### src/rtl/button_debounce.sv
//-----------------------------------------------------------------------------
// button_debounce
//
// Purpose:
//   Cleans up a raw mechanical push-button signal. The raw level is brought
//   into the CLOCK_50 domain through a two-flop synchronizer. It is then
//   normalised so that 1 always means "pressed". A four-state FSM accepts a
//   level change only after the new level has been seen for DEBOUNCE_CYCLES
//   consecutive cycles. Accepted changes produce a registered debounced level,
//   one-cycle press/release pulses, a toggle that flips on every press, and an
//   8-bit press counter.
//
// Parameters:
//   DEBOUNCE_CYCLES - consecutive stable cycles needed to accept a change
//                     (2 .. 2^24; the default is 20 ms at 50 MHz)
//   BTN_ACTIVE_LOW  - 1: the raw input is low while pressed
//                     0: the raw input is high while pressed
//
// Ports:
//   CLOCK_50     in   sole clock, rising edge
//   reset        in   synchronous reset, active low
//   btn_in       in   raw asynchronous button level
//   btn_level    out  debounced level, 1 = pressed
//   btn_press    out  one-cycle pulse per accepted press
//   btn_release  out  one-cycle pulse per accepted release
//   press_toggle out  inverts on every accepted press
//   press_count  out  accepted presses, wraps 255 -> 0
//-----------------------------------------------------------------------------
module button_debounce #(
  parameter int unsigned DEBOUNCE_CYCLES = 1_000_000,
  parameter bit          BTN_ACTIVE_LOW  = 1'b1
) (
  input  logic       CLOCK_50,
  input  logic       reset,
  input  logic       btn_in,
  output logic       btn_level,
  output logic       btn_press,
  output logic       btn_release,
  output logic       press_toggle,
  output logic [7:0] press_count
);

  // The counter only has to reach DEBOUNCE_CYCLES-1, so clog2 gives exactly
  // the width needed. The guard keeps the width at least one bit.
  localparam int unsigned CNT_W = (DEBOUNCE_CYCLES > 1) ? $clog2(DEBOUNCE_CYCLES) : 1;
  localparam logic [CNT_W-1:0] CNT_LAST = CNT_W'(DEBOUNCE_CYCLES - 1);

  // This is the raw level the button shows while it is not pressed.
  localparam logic RAW_RELEASED = BTN_ACTIVE_LOW;

  typedef enum logic [1:0] {
    IDLE        = 2'd0,
    PRESS_CHK   = 2'd1,
    HELD        = 2'd2,
    RELEASE_CHK = 2'd3
  } state_t;

  logic             syncMeta_q;
  logic             syncOut_q;
  logic             sample_d;

  state_t           state_q;
  state_t           state_d;
  logic [CNT_W-1:0] cnt_q;
  logic [CNT_W-1:0] cnt_d;

  // A press or release event is flagged on the edge that enters HELD or IDLE
  // from a check state. The event is then re-registered into the output
  // pulse, so all outputs change together one cycle after the state does.
  logic             pressEvt_q;
  logic             pressEvt_d;
  logic             releaseEvt_q;
  logic             releaseEvt_d;

  logic             btnLevel_q;
  logic             btnPress_q;
  logic             btnRelease_q;
  logic             pressToggle_q;
  logic [7:0]       pressCount_q;

  // The synchronized level is normalised so the FSM always sees 1 = pressed,
  // whichever way the button is wired.
  assign sample_d = syncOut_q ^ RAW_RELEASED;

  // Next-state logic for the qualification FSM. The counter runs only in the
  // two check states. It restarts from zero on any bounce. It stops at
  // CNT_LAST, where the change is accepted, so it can never wrap.
  always_comb begin
    state_d      = state_q;
    cnt_d        = cnt_q;
    pressEvt_d   = 1'b0;
    releaseEvt_d = 1'b0;
    unique case (state_q)
      IDLE: begin
        cnt_d = '0;
        if (sample_d) begin
          state_d = PRESS_CHK;
        end
      end
      PRESS_CHK: begin
        if (!sample_d) begin
          state_d = IDLE;
          cnt_d   = '0;
        end else if (cnt_q == CNT_LAST) begin
          state_d    = HELD;
          cnt_d      = '0;
          pressEvt_d = 1'b1;
        end else begin
          cnt_d = cnt_q + 1'b1;
        end
      end
      HELD: begin
        cnt_d = '0;
        if (!sample_d) begin
          state_d = RELEASE_CHK;
        end
      end
      RELEASE_CHK: begin
        if (sample_d) begin
          state_d = HELD;
          cnt_d   = '0;
        end else if (cnt_q == CNT_LAST) begin
          state_d      = IDLE;
          cnt_d        = '0;
          releaseEvt_d = 1'b1;
        end else begin
          cnt_d = cnt_q + 1'b1;
        end
      end
      default: begin
        state_d = IDLE;
        cnt_d   = '0;
      end
    endcase
  end

  // All state lives here. Reset wins over everything else. It loads the
  // synchronizer with the released level, so a button held through reset
  // is qualified again from scratch. The debounced level follows the FSM
  // state one cycle later, which keeps it aligned with the press and release
  // pulses. The toggle and the counter update on the same edge as the press
  // pulse.
  always_ff @(posedge CLOCK_50) begin
    if (!reset) begin
      syncMeta_q    <= RAW_RELEASED;
      syncOut_q     <= RAW_RELEASED;
      state_q       <= IDLE;
      cnt_q         <= '0;
      pressEvt_q    <= 1'b0;
      releaseEvt_q  <= 1'b0;
      btnLevel_q    <= 1'b0;
      btnPress_q    <= 1'b0;
      btnRelease_q  <= 1'b0;
      pressToggle_q <= 1'b0;
      pressCount_q  <= 8'd0;
    end else begin
      syncMeta_q    <= btn_in;
      syncOut_q     <= syncMeta_q;
      state_q       <= state_d;
      cnt_q         <= cnt_d;
      pressEvt_q    <= pressEvt_d;
      releaseEvt_q  <= releaseEvt_d;
      btnLevel_q    <= (state_q == HELD) || (state_q == RELEASE_CHK);
      btnPress_q    <= pressEvt_q;
      btnRelease_q  <= releaseEvt_q;
      if (pressEvt_q) begin
        pressToggle_q <= ~pressToggle_q;
        pressCount_q  <= pressCount_q + 8'd1;
      end
    end
  end

  assign btn_level    = btnLevel_q;
  assign btn_press    = btnPress_q;
  assign btn_release  = btnRelease_q;
  assign press_toggle = pressToggle_q;
  assign press_count  = pressCount_q;

endmodule

### config.mk
export PLATFORM = sky130hd
export DESIGN_NAME = button_debounce
export DESIGN_NICKNAME = d
export VERILOG_FILES = /design/src/rtl/button_debounce.sv
export SDC_FILE = /design/constraint.sdc
export NUM_CORES = 1
export LEC_CHECK = 0
export ABC_CLOCK_PERIOD_IN_PS = 2000
export CORE_MARGIN = 2
export CORE_UTILIZATION = 55
export DETAILED_ROUTE_END_ITERATION = 6
export PLACE_DENSITY = 0.77
export SETUP_SLACK_MARGIN = 0.05
export SYNTH_ARGS = -nofsm -noshare
export SYNTH_HDL_FRONTEND = slang
export SYNTH_SLANG_ARGS = --single-unit
### constraint.sdc
create_clock -name CLOCK_50 -period 2 [get_ports CLOCK_50]
set_clock_uncertainty 0.15 [all_clocks]
set_input_delay 0.4 -clock CLOCK_50 [delete_from_list [all_inputs] [get_ports CLOCK_50]]
set_output_delay 0.4 -clock CLOCK_50 [all_outputs]
set_load 0.1 [all_outputs]
==> flow_metrics.env, run 1 <==
export IMPL_grt_util_all_layers_pct=18.5
export IMPL_ys_types=34
export IMPL_placed_area_mm2=0.00189
export IMPL_hold_depth=1
export IMPL_rr_worst_depth=4
export IMPL_drive_above_1_share_pct=19.4
export IMPL_slew_violations=0
export IMPL_vdd_drop_max_uv=734
export IMPL_die_h_um=57.6
export IMPL_dp_hpwl_mm=2.03
export IMPL_power_share_clock_pct=40.0
export IMPL_worst_path_buf_inv=0
export IMPL_final_area_mm2=0.00197
export IMPL_viasPerCell=5.45
export IMPL_sw_frac_of_total_pct=18.1
export IMPL_postCtsSetupBuffers=0
export IMPL_syn2layout_area_growth_pct=24.6
export IMPL_timing_rr_start="cnt_q[6]$_SDFF_PN0_"
export IMPL_synthTopCellsByArea="dfxtp_1 (48%), xor2_1 (7.2%), nand4_1 (4.7%), and2_1 (4.4%), nor2_1 (3.6%)"
export IMPL_crit_fanout=7
export IMPL_cp_start_kind="flip-flop"
export IMPL_max_slew_worst_pin_slew_ns=0.438
export IMPL_timing_fmax_ghz=0.563
export IMPL_die_w_um=57.6
export IMPL_antennaDiodeCount=0
export IMPL_end_kind="flip-flop"
export IMPL_p_seq_share_pct=58.8
export IMPL_power_frac_comb_pct=1.2
export IMPL_synth_seq_cells=38
export IMPL_cts_max_path_buffers=2
export IMPL_syn_area_per_cell_um2=9.47
export IMPL_antenna_found_initial=0
export IMPL_critical_path_class="reg -> reg"
export IMPL_grt_pass1_wl_mm=4.73
export IMPL_maxSlewHeadroom_pct=70.6
export IMPL_cts_buffers=5
export IMPL_rsz0062_at_grt="no"
export IMPL_numPortBuffers=14
export IMPL_grt_max_degree=12
export IMPL_worstHoldStart="syncMeta_q$_SDFF_PN1_"
export IMPL_hold_viol=0
export IMPL_synthesis_nets=172
export IMPL_die_area_mm2=0.00332
export IMPL_netlist_top_cells_count="dfxtp_1 (38), nor2_1 (15), xor2_1 (13)"
export IMPL_cts_tree="yes"
export IMPL_period_needed_ns=1.78
export IMPL_post_cts_resized=0
export IMPL_core_mm2=0.00273
export IMPL_synth_ff_type="dfxtp_1"
export IMPL_switchingPower_w=0.000234
export IMPL_nNetsFinal=191
export IMPL_synth_edf_count=0
export IMPL_vias=1182
export IMPL_slowest_stage="or4_4"
export IMPL_crit_arrival_ns=1.90
export IMPL_grt_pass1_vias=1148
export IMPL_multi_input_area_um2=762
export IMPL_powerDensity_mw_per_mm2=656
export IMPL_p_leak_nw=0.703
export IMPL_status="finished clean"
export IMPL_yosysTopAreaCell="dfxtp_1"
export IMPL_fin_util_pct=72.1
export IMPL_internal_power_w=0.00106
export IMPL_io_pins=15
export IMPL_finalCritPeriodShare_pct=88.9
export IMPL_start_util_pct=57.8
export IMPL_netlist_area_mm2=0.00158
export IMPL_setup_viol=0
export IMPL_dr_first_iter_drc_count=40
export IMPL_cts_sinks=38
export IMPL_grt_ovfl_total=0
export IMPL_wl_per_cell_um=12.7
export IMPL_synth_most_common_cell="dfxtp_1"
export IMPL_synth_top_area_share_pct=48.1
export IMPL_clockRootBuffer="clkbuf_4"
export IMPL_ant_nets=0
export IMPL_cp_num_cells=4
export IMPL_async_flop_share_pct=0
export IMPL_worstPathRequired_ns=2.12
export IMPL_hp_class="reg -> reg"
export IMPL_post_route_drc_count=0
export IMPL_syn_inst=167
export IMPL_cts_htree_levels=2
export IMPL_fillCellCount=207
export IMPL_crit_path_cell_trace="and3_1 -> nand3_4 -> or4_4 -> a21oi_2"
export IMPL_seq_area_frac_synth_pct=48.1
export IMPL_gp_congestion=0.897
export IMPL_holdBufCountCts=0
export IMPL_placementRows=19
export IMPL_dr_pass1_iters=4
export IMPL_cpPeakStageDelay_ns=0.50
export IMPL_clkLatencyLatePin_ns=0.33
export IMPL_regArea_um2=768
export IMPL_maxCapViolCount=0
export IMPL_clk_pin_slew_ns=0.11
export IMPL_drt_total_wl_mm=2.76
export IMPL_yosys_warnings=0
export IMPL_critPathLaunch="cnt_q[6]$_SDFF_PN0_"
export IMPL_critPathTopFamily="simple AND/OR/NAND/NOR gates"
export IMPL_setup_tns_ns=0
[through the flow]
step / cells / setup WS [ns] / hold slack [ns] / total power, W
5_1_grt: 217 / 0.115 / 0.304 / 0.00134
3_3_place_gp: 210 / 0.318 / 0.242 / 0.000792
2_1_floorplan: 167 / 0.243 / 0.236 / 0.000783
3_5_place_dp: 210 / 0.251 / 0.270 / 0.000793
6_report: 217 / 0.223 / 0.280 / 0.00129
4_1_cts: 217 / 0.229 / 0.292 / 0.00131
[worst paths after layout]
check                                             to  slack (ns)
worst min register to register  syncOut_q$_SDFF_PN1_        0.28
worst max register to register  cnt_q[19]$_SDFF_PN0_        0.22
worst min-delay path            syncOut_q$_SDFF_PN1_        0.28
worst max-delay path            cnt_q[19]$_SDFF_PN0_        0.22
[sequential cells by signal (all words and copies together), names as in the netlist, named ones only]
signal,count
syncOut_q,1
btn_release,1
state_q,1
press_toggle,1
cnt_q,20
btn_press,1
syncMeta_q,1
pressEvt_q,1
releaseEvt_q,1
press_count,8
btn_level,1
[layout make-up]
cell class | count | share of cell area, %
clock buffers | 6 | 2.60
clock inverters | 1 | 1.52
inverters | 4 | 0.762
multi-input cells | 117 | 38.7
flip-flops and latches | 38 | 39.0
well taps | 31 | 1.97
repair buffers | 20 | 15.5
[per-layer routing]
| metal | wire (um) | part of all wire [%] | track usage, % | vias up |
|---|---|---|---|---|
| met1 | 1160 | 42 | 20.2 | 530 |
| met3 | 147 | 5.3 | 6.70 | 6 |
| met5 | 0 | 0 | 0 | - |
| met2 | 1410 | 51 | 32.0 | 35 |
| li1 | - | - | - | 611 |
| met4 | 47 | 1.7 | 8.64 | 0 |
[layout by cell type, fill, tap and decap left out, types with 2 or more instances in the layout]
cell type,Yosys,routed
xnor2_1,6,6
a21boi_0,2,2
ha_1,2,2
nand2b_1,3,3
buf_4,0,6
and4_1,3,3
inv_1,4,4
or3_1,5,5
o21ai_0,6,6
a21oi_1,5,5
nand3_1,3,3
clkbuf_4,0,5
nor2b_1,2,2
buf_12,0,12
dfxtp_1,38,32
nand2_1,10,10
and3_1,4,4
dfxtp_2,0,6
xor2_1,13,13
clkdlybuf4s50_1,0,2
mux2i_1,2,2
o31ai_1,2,2
and2_1,11,11
nor2_1,15,15
nand4_1,12,12
[cells by family after synthesis]
| kind of cell | after synthesis | synth area share (%) |
|---|---|---|
| AND/OR/NAND/NOR | 77 | 28.3 |
| flip-flops | 38 | 48.1 |
| XOR/XNOR | 19 | 10.5 |
| AO/OA/AOI/OAI | 17 | 6.49 |
| buffers and inverters | 12 | 3.72 |
| multiplexers | 2 | 1.27 |
| adder cells (fa/ha/maj) | 2 | 1.58 |
[power groups by stage]
stage                     combinational, W  sequential [W]  clock (W)
after global routing             0.0000177        0.000760   0.000566
after detailed placement         0.0000158        0.000777          0
after CTS                        0.0000160        0.000760   0.000536
after global placement           0.0000154        0.000777          0
after floorplan                 0.00000616        0.000777          0
final                            0.0000157        0.000760   0.000517
(Power assumes the default switching activity.)
==> inputs of run 2 (changes only) <==
--- a/config.mk
+++ b/config.mk
@@ -9,7 +9,9 @@
 export CORE_MARGIN = 2
 export CORE_UTILIZATION = 55
 export DETAILED_ROUTE_END_ITERATION = 6
-export PLACE_DENSITY = 0.77
+export GPL_ROUTABILITY_DRIVEN = 0
+export HOLD_SLACK_MARGIN = 0.06
+export PLACE_DENSITY_LB_ADDON = 0.12
 export SETUP_SLACK_MARGIN = 0.05
 export SYNTH_ARGS = -nofsm -noshare
 export SYNTH_HDL_FRONTEND = slang
==> flow_metrics.env, run 2 (synthesis gave the netlist of run 1 again) <==
export IMPL_clk_pin_slew_ns=0.11
export IMPL_grt_pass1_wl_mm=4.96
export IMPL_hp_class="reg -> reg"
export IMPL_rsz0062_at_grt="no"
export IMPL_final_area_mm2=0.00199
export IMPL_drive_above_1_share_pct=19.5
export IMPL_cts_tree="yes"
export IMPL_p_leak_nw=0.708
export IMPL_switchingPower_w=0.000263
export IMPL_fillCellCount=192
export IMPL_timing_fmax_ghz=0.555
export IMPL_die_h_um=57.6
export IMPL_clkLatencyLatePin_ns=0.34
export IMPL_topRoutingLayerUsed="met4"
export IMPL_setup_viol=0
export IMPL_dr_first_iter_drc_count=36
export IMPL_post_cts_resized=0
export IMPL_crit_fanout=8
export IMPL_maxCapViolCount=0
export IMPL_power_w=0.00145
export IMPL_grt_max_degree=21
export IMPL_max_slew_worst_pin_slew_ns=0.483
export IMPL_setup_tns_ns=0
export IMPL_fin_cells=216
export IMPL_wl_met2_mm=1.41
export IMPL_post_route_drc_count=0
export IMPL_cts_max_path_buffers=2
export IMPL_cts_htree_levels=2
export IMPL_largest_register_ffs=20
export IMPL_power_frac_comb_pct=1.0
export IMPL_cp_start_kind="flip-flop"
export IMPL_power_share_clock_pct=46.7
export IMPL_final_common_cell="dfxtp_1"
export IMPL_end_kind="flip-flop"
export IMPL_dp_hpwl_mm=2.06
export IMPL_dr_pass1_iters=4
export IMPL_viasPerCell=5.62
export IMPL_period_needed_ns=1.80
export IMPL_vias=1213
export IMPL_start_util_pct=57.8
export IMPL_placed_area_mm2=0.00187
export IMPL_place_inst=208
export IMPL_internal_power_w=0.00119
export IMPL_p_seq_share_pct=52.3
export IMPL_io_pins=15
export IMPL_cts_buffers=5
export IMPL_worstPathRequired_ns=2.12
export IMPL_crit_arrival_ns=1.92
export IMPL_drt_total_wl_mm=2.86
export IMPL_largest_register="cnt_q"
export IMPL_numPortBuffers=14
export IMPL_ant_nets=0
export IMPL_fin_util_pct=72.7
export IMPL_clockRootBuffer="clkbuf_4"
export IMPL_grt_ovfl_total=0
export IMPL_nNetsFinal=189
export IMPL_placementRows=19
export IMPL_status="finished clean"
export IMPL_vdd_drop_max_uv=649
export IMPL_maxSlewHeadroom_pct=67.6
export IMPL_critical_path_class="reg -> reg"
export IMPL_wl_per_cell_um=13.3
export IMPL_postCtsSetupBuffers=0
export IMPL_wl_met3_um=105
export IMPL_antenna_found_initial=0
export IMPL_powerDensity_mw_per_mm2=731
export IMPL_die_area_mm2=0.00332
export IMPL_slew_violations=0
export IMPL_hold_viol=0
export IMPL_grt_util_all_layers_pct=19.6
export IMPL_finalCritPeriodShare_pct=90.1
export IMPL_core_mm2=0.00273
export IMPL_syn2layout_area_growth_pct=25.6
export IMPL_antennaDiodeCount=0
export IMPL_holdBufCountCts=0
export IMPL_cts_sinks=38
export IMPL_wl_met1_mm=1.29
export IMPL_grt_pass1_vias=1168
export IMPL_die_w_um=57.6
export IMPL_final_cell_mix="dfxtp_1 (32), nor2_1 (15), xor2_1 (13)"
export IMPL_sw_frac_of_total_pct=18.1
[run 2: power groups by stage]
| stage | Clock (W) | Sequential (W) | Combinational [W] |
|---|---|---|---|
| after floorplan | 0 | 0.000777 | 0.00000616 |
| after global placement | 0 | 0.000777 | 0.0000139 |
| after detailed placement | 0 | 0.000777 | 0.0000145 |
| after CTS | 0.000697 | 0.000760 | 0.0000145 |
| final | 0.000679 | 0.000760 | 0.0000142 |
| after global routing | 0.000723 | 0.000761 | 0.0000159 |
[run 2: area by class of cell]
type                            count  area [um^2]  share of cell area [%]
Sequential cell                    38          768                    38.7
Multi-Input combinational cell    117          763                    38.4
Timing Repair Buffer               18          290                    14.6
Clock inverter                      2         60.1                    3.02
Clock buffer                        6         51.3                    2.58
Tap cell                           31         38.8                    1.95
Inverter                            4         15.0                   0.756
[run 2: critical path: stages, from the launching register on]
cell     delay (ns)
dfxtp_1        0.41
and4_2         0.37
nand4_1        0.15
nor3_1         0.41
nor3b_1        0.24
[run 2: metal layers]
metal  up-vias  global-route usage (%)
met4         0                    9.30
met2        21                    30.8
met3         9                    7.14
li1        611                       -
met5         -                       0
met1       572                    24.0
[run 2: final timing paths]
path / startpoint / end / slack [ns] / depth (start not counted)
min reg2reg: syncMeta_q$_SDFF_PN1_ / syncOut_q$_SDFF_PN1_ / 0.29 / 1
max: cnt_q[2]$_SDFF_PN0_ / pressEvt_q$_SDFF_PP0_ / 0.20 / 4
max reg2reg: cnt_q[2]$_SDFF_PN0_ / pressEvt_q$_SDFF_PP0_ / 0.20 / 4
min: syncMeta_q$_SDFF_PN1_ / syncOut_q$_SDFF_PN1_ / 0.29 / 1
[run 2: per-stage QoR]
stage | hold slack (ns) | setup WS (ns)
final | 0.285 | 0.199
after global routing | 0.306 | 0.0652
after CTS | 0.289 | 0.0940
after detailed placement | 0.258 | 0.139
after global placement | 0.249 | 0.213
after floorplan | 0.236 | 0.243
==> inputs of run 3 (changes only) <==
--- a/config.mk
+++ b/config.mk
@@ -6,11 +6,12 @@
 export NUM_CORES = 1
 export LEC_CHECK = 0
 export ABC_CLOCK_PERIOD_IN_PS = 2000
+export CORE_ASPECT_RATIO = 0.8
 export CORE_MARGIN = 2
 export CORE_UTILIZATION = 55
 export DETAILED_ROUTE_END_ITERATION = 6
 export GPL_ROUTABILITY_DRIVEN = 0
-export HOLD_SLACK_MARGIN = 0.06
+export HOLD_SLACK_MARGIN = 0.12
 export PLACE_DENSITY_LB_ADDON = 0.12
 export SETUP_SLACK_MARGIN = 0.05
 export SYNTH_ARGS = -nofsm -noshare
==> flow_metrics.env, run 3 (synthesis gave the netlist of run 1 again) <==
export IMPL_status="finished clean"
export IMPL_powerDensity_mw_per_mm2=645
export IMPL_p_seq_share_pct=59.3
export IMPL_die_h_um=52.0
export IMPL_final_area_mm2=0.00199
export IMPL_grt_util_all_layers_pct=20.6
export IMPL_hold_slack_ns=0.269
export IMPL_internal_power_w=0.00103
export IMPL_worst_r2r_endpoint="cnt_q[12]$_SDFF_PN0_"
export IMPL_critPathLaunch="cnt_q[2]$_SDFF_PN0_"
export IMPL_grt_max_degree=13
export IMPL_power_w=0.00128
export IMPL_crit_fanout=12
export IMPL_crit_arrival_ns=1.91
export IMPL_start_util_pct=57.6
export IMPL_placementRows=17
export IMPL_cts_sinks=38
export IMPL_rsz0062_at_grt="no"
export IMPL_clkLatencyLatePin_ns=0.34
export IMPL_wl_per_cell_um=13.4
export IMPL_clk_pin_slew_ns=0.11
export IMPL_post_route_drc_count=0
export IMPL_worstHoldStart="syncMeta_q$_SDFF_PN1_"
export IMPL_ant_nets=0
export IMPL_syn2layout_area_growth_pct=25.6
export IMPL_dp_hpwl_mm=2.36
export IMPL_holdBufCountCts=0
export IMPL_maxSlewHeadroom_pct=78.6
export IMPL_cts_htree_levels=2
export IMPL_grt_ovfl_total=0
export IMPL_timing_rr_start="cnt_q[2]$_SDFF_PN0_"
export IMPL_nNetsFinal=192
export IMPL_die_w_um=64.0
export IMPL_cp_start_kind="flip-flop"
export IMPL_worstPathRequired_ns=2.08
export IMPL_io_pins=15
export IMPL_drive_above_1_share_pct=19.7
export IMPL_antennaDiodeCount=0
export IMPL_critical_path_class="reg -> reg"
export IMPL_slew_violations=0
export IMPL_hp_class="reg -> reg"
export IMPL_switchingPower_w=0.000248
export IMPL_timing_fmax_ghz=0.547
export IMPL_sw_frac_of_total_pct=19.3
export IMPL_clockRootBuffer="clkbuf_4"
export IMPL_post_cts_resized=0
export IMPL_largest_register_ffs=20
export IMPL_power_frac_comb_pct=1.2
export IMPL_core_mm2=0.00274
export IMPL_period_needed_ns=1.83
export IMPL_rr_worst_depth=5
export IMPL_grt_pass1_vias=1158
export IMPL_finalCritPeriodShare_pct=91.5
export IMPL_vdd_drop_max_uv=526
export IMPL_cts_tree="yes"
export IMPL_reg2reg_setup_slack_ns=0.17
export IMPL_end_kind="flip-flop"
export IMPL_dr_first_iter_drc_count=80
export IMPL_final_cell_mix="dfxtp_1 (32), nor2_1 (15), xor2_1 (13)"
export IMPL_final_common_cell="dfxtp_1"
export IMPL_vias=1219
export IMPL_power_share_clock_pct=39.4
export IMPL_place_inst=218
export IMPL_p_leak_nw=0.704
export IMPL_postCtsSetupBuffers=0
export IMPL_cts_buffers=5
export IMPL_maxCapViolCount=0
export IMPL_numPortBuffers=14
export IMPL_fillCellCount=216
export IMPL_largest_register="cnt_q"
export IMPL_antenna_found_initial=0
export IMPL_grt_pass1_wl_mm=5.13
export IMPL_cts_max_path_buffers=2
export IMPL_max_slew_worst_pin_slew_ns=0.321
export IMPL_hold_depth=1
export IMPL_setup_tns_ns=0
export IMPL_drt_total_wl_mm=3.03
export IMPL_dr_pass1_iters=4
export IMPL_placed_area_mm2=0.00191
export IMPL_hold_viol=0
export IMPL_die_area_mm2=0.00332
export IMPL_hold_end="syncOut_q$_SDFF_PN1_"
export IMPL_setup_viol=0
export IMPL_fin_cells=226
export IMPL_viasPerCell=5.39
[run 3: worst max path at each step]
stage | endpoint | slack (ns) | cells past startpoint
finish | cnt_q[12]$_SDFF_PN0_ | 0.17 | 5
global route | cnt_q[12]$_SDFF_PN0_ | 0.07 | 5
CTS | pressEvt_q$_SDFF_PP0_ | 0.17 | 4
detailed placement | cnt_q[19]$_SDFF_PN0_ | 0.19 | 4
global placement | cnt_q[19]$_SDFF_PN0_ | 0.26 | 4
floorplan | press_count[7]$_SDFFE_PN0P_ | 0.24 | 3
[run 3: per-layer routing]
metal	up-vias	wire (um)	track usage, %	part of all wire [%]
li1	617	-	-	-
met1	565	1440	25.7	48
met2	32	1420	34.0	47
met3	5	135	6.06	4.5
met4	0	23	7.61	0.76
met5	-	0	0	0
[run 3: through the flow]
step / setup WS (ns) / utilization [%]
2_1_floorplan: 0.243 / -
3_3_place_gp: 0.255 / 69.4
3_5_place_dp: 0.195 / 69.4
4_1_cts: 0.175 / 72.2
5_1_grt: 0.0675 / 72.4
6_report: 0.171 / 72.4
[run 3: power groups by stage]
| stage | clock network (W) | registers [W] | logic (W) |
|---|---|---|---|
| after detailed placement | 0 | 0.000777 | 0.0000159 |
| after global routing | 0.000537 | 0.000760 | 0.0000180 |
| after CTS | 0.000509 | 0.000760 | 0.0000158 |
| after floorplan | 0 | 0.000777 | 0.00000616 |
| final | 0.000505 | 0.000760 | 0.0000159 |
| after global placement | 0 | 0.000777 | 0.0000154 |
[run 3: layout make-up]
cell class              instances  area [um^2]  share of cell area [%]
well taps                      38         47.5                    2.39
clock buffers                   7         45.0                    2.27
multi-input cells             117          767                    38.6
clock inverters                 1         30.0                    1.51
repair buffers                 21          313                    15.8
flip-flops and latches         38          768                    38.7
inverters                       4         15.0                   0.756
[run 3: critical path: stages (launching register included)]
cell and delay, ns:
dfxtp_1 0.41, and4_1 0.40, nand4_1 0.19, o2111ai_1 0.27
buf_4 0.23, nor2_1 0.06
==> edit 1: new RTL, settings of run 2 <==
Change the parameter `BTN_ACTIVE_LOW` from 1'b1 to 1'b0.
--- a/src/rtl/button_debounce.sv
+++ b/src/rtl/button_debounce.sv
@@ -29,5 +29,5 @@
 module button_debounce #(
   parameter int unsigned DEBOUNCE_CYCLES = 1_000_000,
-  parameter bit          BTN_ACTIVE_LOW  = 1'b1
+  parameter bit          BTN_ACTIVE_LOW  = 1'b0
 ) (
   input  logic       CLOCK_50,
Check against the original RTL: same outputs for any inputs over 10 cycles, from zero or initial values and one cycle with reset low; that may be too few to reach the edited logic, so the function may still have changed.
==> edit 1 against run 2 <==
Worst setup slack got worse by 0.053 ns; sequential cell count unchanged; routed wire length increased by 5.8%; synthesized cell count increased by 1.2%; clock power decreased by 22%; cell count increased by 3.2%; power decreased by 10%; area after synthesis increased by 1.5%; non-clock buffer count increased by 3; cell area increased by 1.6%; largest cell class is now multi-input combinational cells.
==> edit 1: results (changes against run 2) <==
| Metric | Value |
|---|---|
| Initial drt markers | `22 (-39%)` |
| Vias in the first global route | `1278 (+9.4%)` |
| Clk Tree Root Cell | `clkbuf_4` |
| Slowest stage delay, CP | `0.46 ns (+0.05 ns)` |
| Netlist cell types | `35 (+2.9%)` |
| Tot GR Track Use | `0.214 (+0.0171)` |
| RR Endpoint | `cnt_q[19]` |
| Sequential area share after synthesis | `0.474 (-0.00712)` |
| Layout cells sized above 1 | `0.224 (+0.0294)` |
| Post-synthesis compound-gate area fraction | `0.0748 (+0.00995)` |
| Slew headroom | `0.796 (+0.121)` |
| Post-Synth Adder-Cell Area | `0.0156 (-0.000234)` |
| Tightest Hold Check Type | `reg -> reg` |
| Worst flop-to-flop path startpoint | `cnt_q[6]` |
| Area of the multi-input gates | `802 um^2 (+5.1%)` |
| Mapped Cells | `169 (+1.2%)` |
| Vias per inst | `5.69 (+1.3%)` |
| P_int | `1030 uW (-14%)` |
| Status | `complete, no violations` |
| Synth cell count leaders | `dfxtp_1 (38), nor2_1 (21), xor2_1 (15)` |
| CTS max path bufs | `2 (unchanged)` |
| Post-synthesis mux area share | `0.00624 (-0.00642)` |
| CP max FO | `7 (-1)` |
| DP Area | `1920 um^2 (+2.5%)` |
| FILL cells | `206 (+7.3%)` |
| Setup WS pre-CTS | `0.147 ns (+0.00817 ns)` |
| Largest cells by area after synthesis | `dfxtp_1 (47%), xor2_1 (8.2%), nor2_1 (4.9%)` |
| Xor/xnor share of the synthesized area | `0.104 (-0.00156)` |
| Worst EP arrival | `1.99 ns (+0.07 ns)` |
| Fmax | `0.539 GHz (-2.9%)` |
| Final nets | `196 (+3.7%)` |
| Final WL | `3.03 mm (+5.8%)` |
| Wire per inst | `13.6 um (+2.5%)` |
| Global-route wire length before repair | `5.42 mm (+9.2%)` |
| VDD IR-drop max | `0.634 mV (-2.2%)` |
| DP Wirelength | `2.21 mm (+7.5%)` |
| Lkg Pwr | `0.000722 uW (+2.0%)` |
| Clock network latency to the later pin of the worst-skew pair | `0.35 ns` |
==> edit 1: changes by cell type after synthesis, sizes merged, moves of 3 or more <==
cell           run 2  this run
and2              11         8
nand2b             3         0
nand3              5         8
nor2              15        21
==> edit 1: what timing repair did <==
action                                  CTS  global route
endpoints found under the setup margin    0            14
hold buffers                              0             0
gates resized for setup                   0             4
==> edit 1: layout make-up <==
| cell class | instances | area share |
|---|---|---|
| clock inverters | 3 | 0.0223 |
| repair buffers | 21 | 0.155 |
| inverters | 4 | 0.00743 |
| well taps | 31 | 0.0192 |
| multi-input cells | 121 | 0.397 |
| clock buffers | 5 | 0.0186 |
| flip-flops and latches | 38 | 0.380 |
==> edit 1: worst min-delay path by stage <==
stage / startpoint / end / slack [ns] / depth (start not counted)
6_report: syncMeta_q / sample_d / 0.31 / 1
5_1_grt: releaseEvt_q / btn_release / 0.34 / 1
4_1_cts: syncMeta_q / sample_d / 0.31 / 1
3_5_place_dp: syncMeta_q / sample_d / 0.27 / 1
2_1_floorplan: releaseEvt_q / btn_release / 0.26 / 1
3_3_place_gp: releaseEvt_q / btn_release / 0.26 / 1
==> edit 1: power by group through the flow <==
stage | Clock [uW] | Combinational [uW] | Sequential, uW
after floorplan | 0 | 7.34 | 777
after global placement | 0 | 14.3 | 778
after detailed placement | 0 | 14.7 | 778
after CTS | 538 | 15.0 | 761
after global routing | 571 | 16.3 | 761
final | 532 | 14.4 | 761
==> edit 1: metal layers <==
layer | global-route usage | wire, um | up-vias
met5 | 0 | 0 | -
met4 | 0.113 | 92 | 0
met3 | 0.0737 | 140 | 11
met2 | 0.362 | 1500 | 29
met1 | 0.235 | 1300 | 585
li1 | - | - | 643
==> edit 2: new RTL, config.mk and constraints of run 2 <==
Without the edit above. Reset style: asynchronous (`reset`), changed in one clocked block. Comments in the files are not updated.
--- a/src/rtl/button_debounce.sv
+++ b/src/rtl/button_debounce.sv
@@ -141,5 +141,5 @@
   // pulses. The toggle and the counter update on the same edge as the press
   // pulse.
-  always_ff @(posedge CLOCK_50) begin
+  always_ff @(posedge CLOCK_50 or negedge reset) begin
     if (!reset) begin
       syncMeta_q    <= RAW_RELEASED;
Function: same outputs for any inputs over 10 cycles, from zero or initial values and one cycle with reset low; that may be too few to reach the edited logic, so the function may still have changed.
==> edit 2 against run 2 <==
Area after synthesis rose by 7.0%; routed wire length grew 3.0%; via count is 1.3% lower; global-route usage up 0.14 points; sequential cell count is the same; critical path depth is the same; maximum frequency decreased by 0.48%; worst setup slack lost 0.0087 ns; cell area rose by 8.0%.
Power is not compared: it rests on default switching activity, and its combinational part moved more than twofold at a synthesized area within 25%.
==> edit 2: results (changes against run 2) <==
| Metric | Value |
|---|---|
| Mapped Cells | `151 (-9.6%)` |
| Layout area overhead | `26.8%` |
| Post-synth ARST share | `1.00 (+1.00)` |
| Met3 Use GR | `0.0742 (+0.00281)` |
| Clock buffer count | `5 (-1)` |
| Hold Path End | `syncOut_q` |
| Wire per inst | `14.2 um (+7.0%)` |
| Met1 GRT Util | `0.246 (+0.00580)` |
| Sequential area share after synthesis | `0.563 (+0.0822)` |
| Multi-Input Combinational | `103 (-12%)` |
| Layout cells sized above 1 | `0.251 (+0.0568)` |
| Non-clk bufs | `23 (+5)` |
| Initial drt markers | `69 (+92%)` |
| Clock buf/inv share | `0.0496 (-0.00648)` |
| CP Capture Point | `state_q[0]` |
| Nonclk inv count | `3 (-1)` |
| FILL cells | `207 (+7.8%)` |
| Worst flop-to-flop path startpoint | `cnt_q[11]` |
| Netlist cell types | `31 (-8.8%)` |
| Hold Path Cell Cnt | `0 (-1)` |
| Layout Cells excl Fill | `208 (-3.7%)` |
| Post-Syn Nets | `156 (-9.3%)` |
| Tot GR Track Use | `0.198 (+0.00137)` |
| R2R depth | `4 (unchanged)` |
| Slowest stage delay, CP | `0.55 ns (+0.14 ns)` |
| Synth cell count leaders | `dfrtp_1 (36), nor2_1 (19), xor2_1 (13)` |
| Status | `complete, no violations` |
| Reg area | `957 um^2 (+25%)` |
| Worst EP arrival | `1.90 ns (-0.02 ns)` |
| Slew headroom | `0.673 (-0.00261)` |
| Setup WS pre-CTS | `0.106 ns (-0.0332 ns)` |
| CP max FO | `4 (-4)` |
| Cell count after placement | `197 (-5.3%)` |
| Hold path start | `syncMeta_q` |
| Hold Slack | `0.215 ns (-0.0705 ns)` |
| Via count | `1197 (-1.3%)` |
| Global-route wire length before repair | `5.06 mm (+1.9%)` |
| Mean Syn Cell Area | `11.2 um^2 (+18%)` |
| DP Wirelength | `2.15 mm (+4.6%)` |
| Non-clock buffering overhead | `0.163 (+0.0172)` |
| DP Area | `2010 um^2 (+7.2%)` |
| Area of the multi-input gates | `679 um^2 (-11%)` |
| Tmin final | `1.81 ns (+0.00866 ns)` |
-- edit 2: changes by cell type after synthesis, moves of 4 or more --
cell,change
dfxtp_1,-38
dfrtp_1,+36
and2_1,-9
buf_2,-4
nor2_1,+4
-- edit 2: timing repair --
action                     4_1_cts  5_1_grt
setup buffers                    0        2
gates resized for setup          0        2
setup endpoints to repair        0        2
hold buffers                     1        0
hold endpoints to repair        18        0
-- edit 2: metal layers --
layer | part of all wire | vias up
li1 | - | 569
met1 | 0.44 | 590
met2 | 0.49 | 30
met3 | 0.050 | 8
met4 | 0.019 | 0
met5 | 0 | -
-- edit 2: cells by family after synthesis --
group                    Yosys count  share of synthesized area
XOR/XNOR                          21                      0.109
AO/OA/AOI/OAI                     13                     0.0436
AND/OR/NAND/NOR                   65                      0.219
multiplexers                       2                     0.0126
buffers and inverters             10                     0.0384
adder cells (fa/ha/maj)            2                     0.0148
flip-flops                        38                      0.563
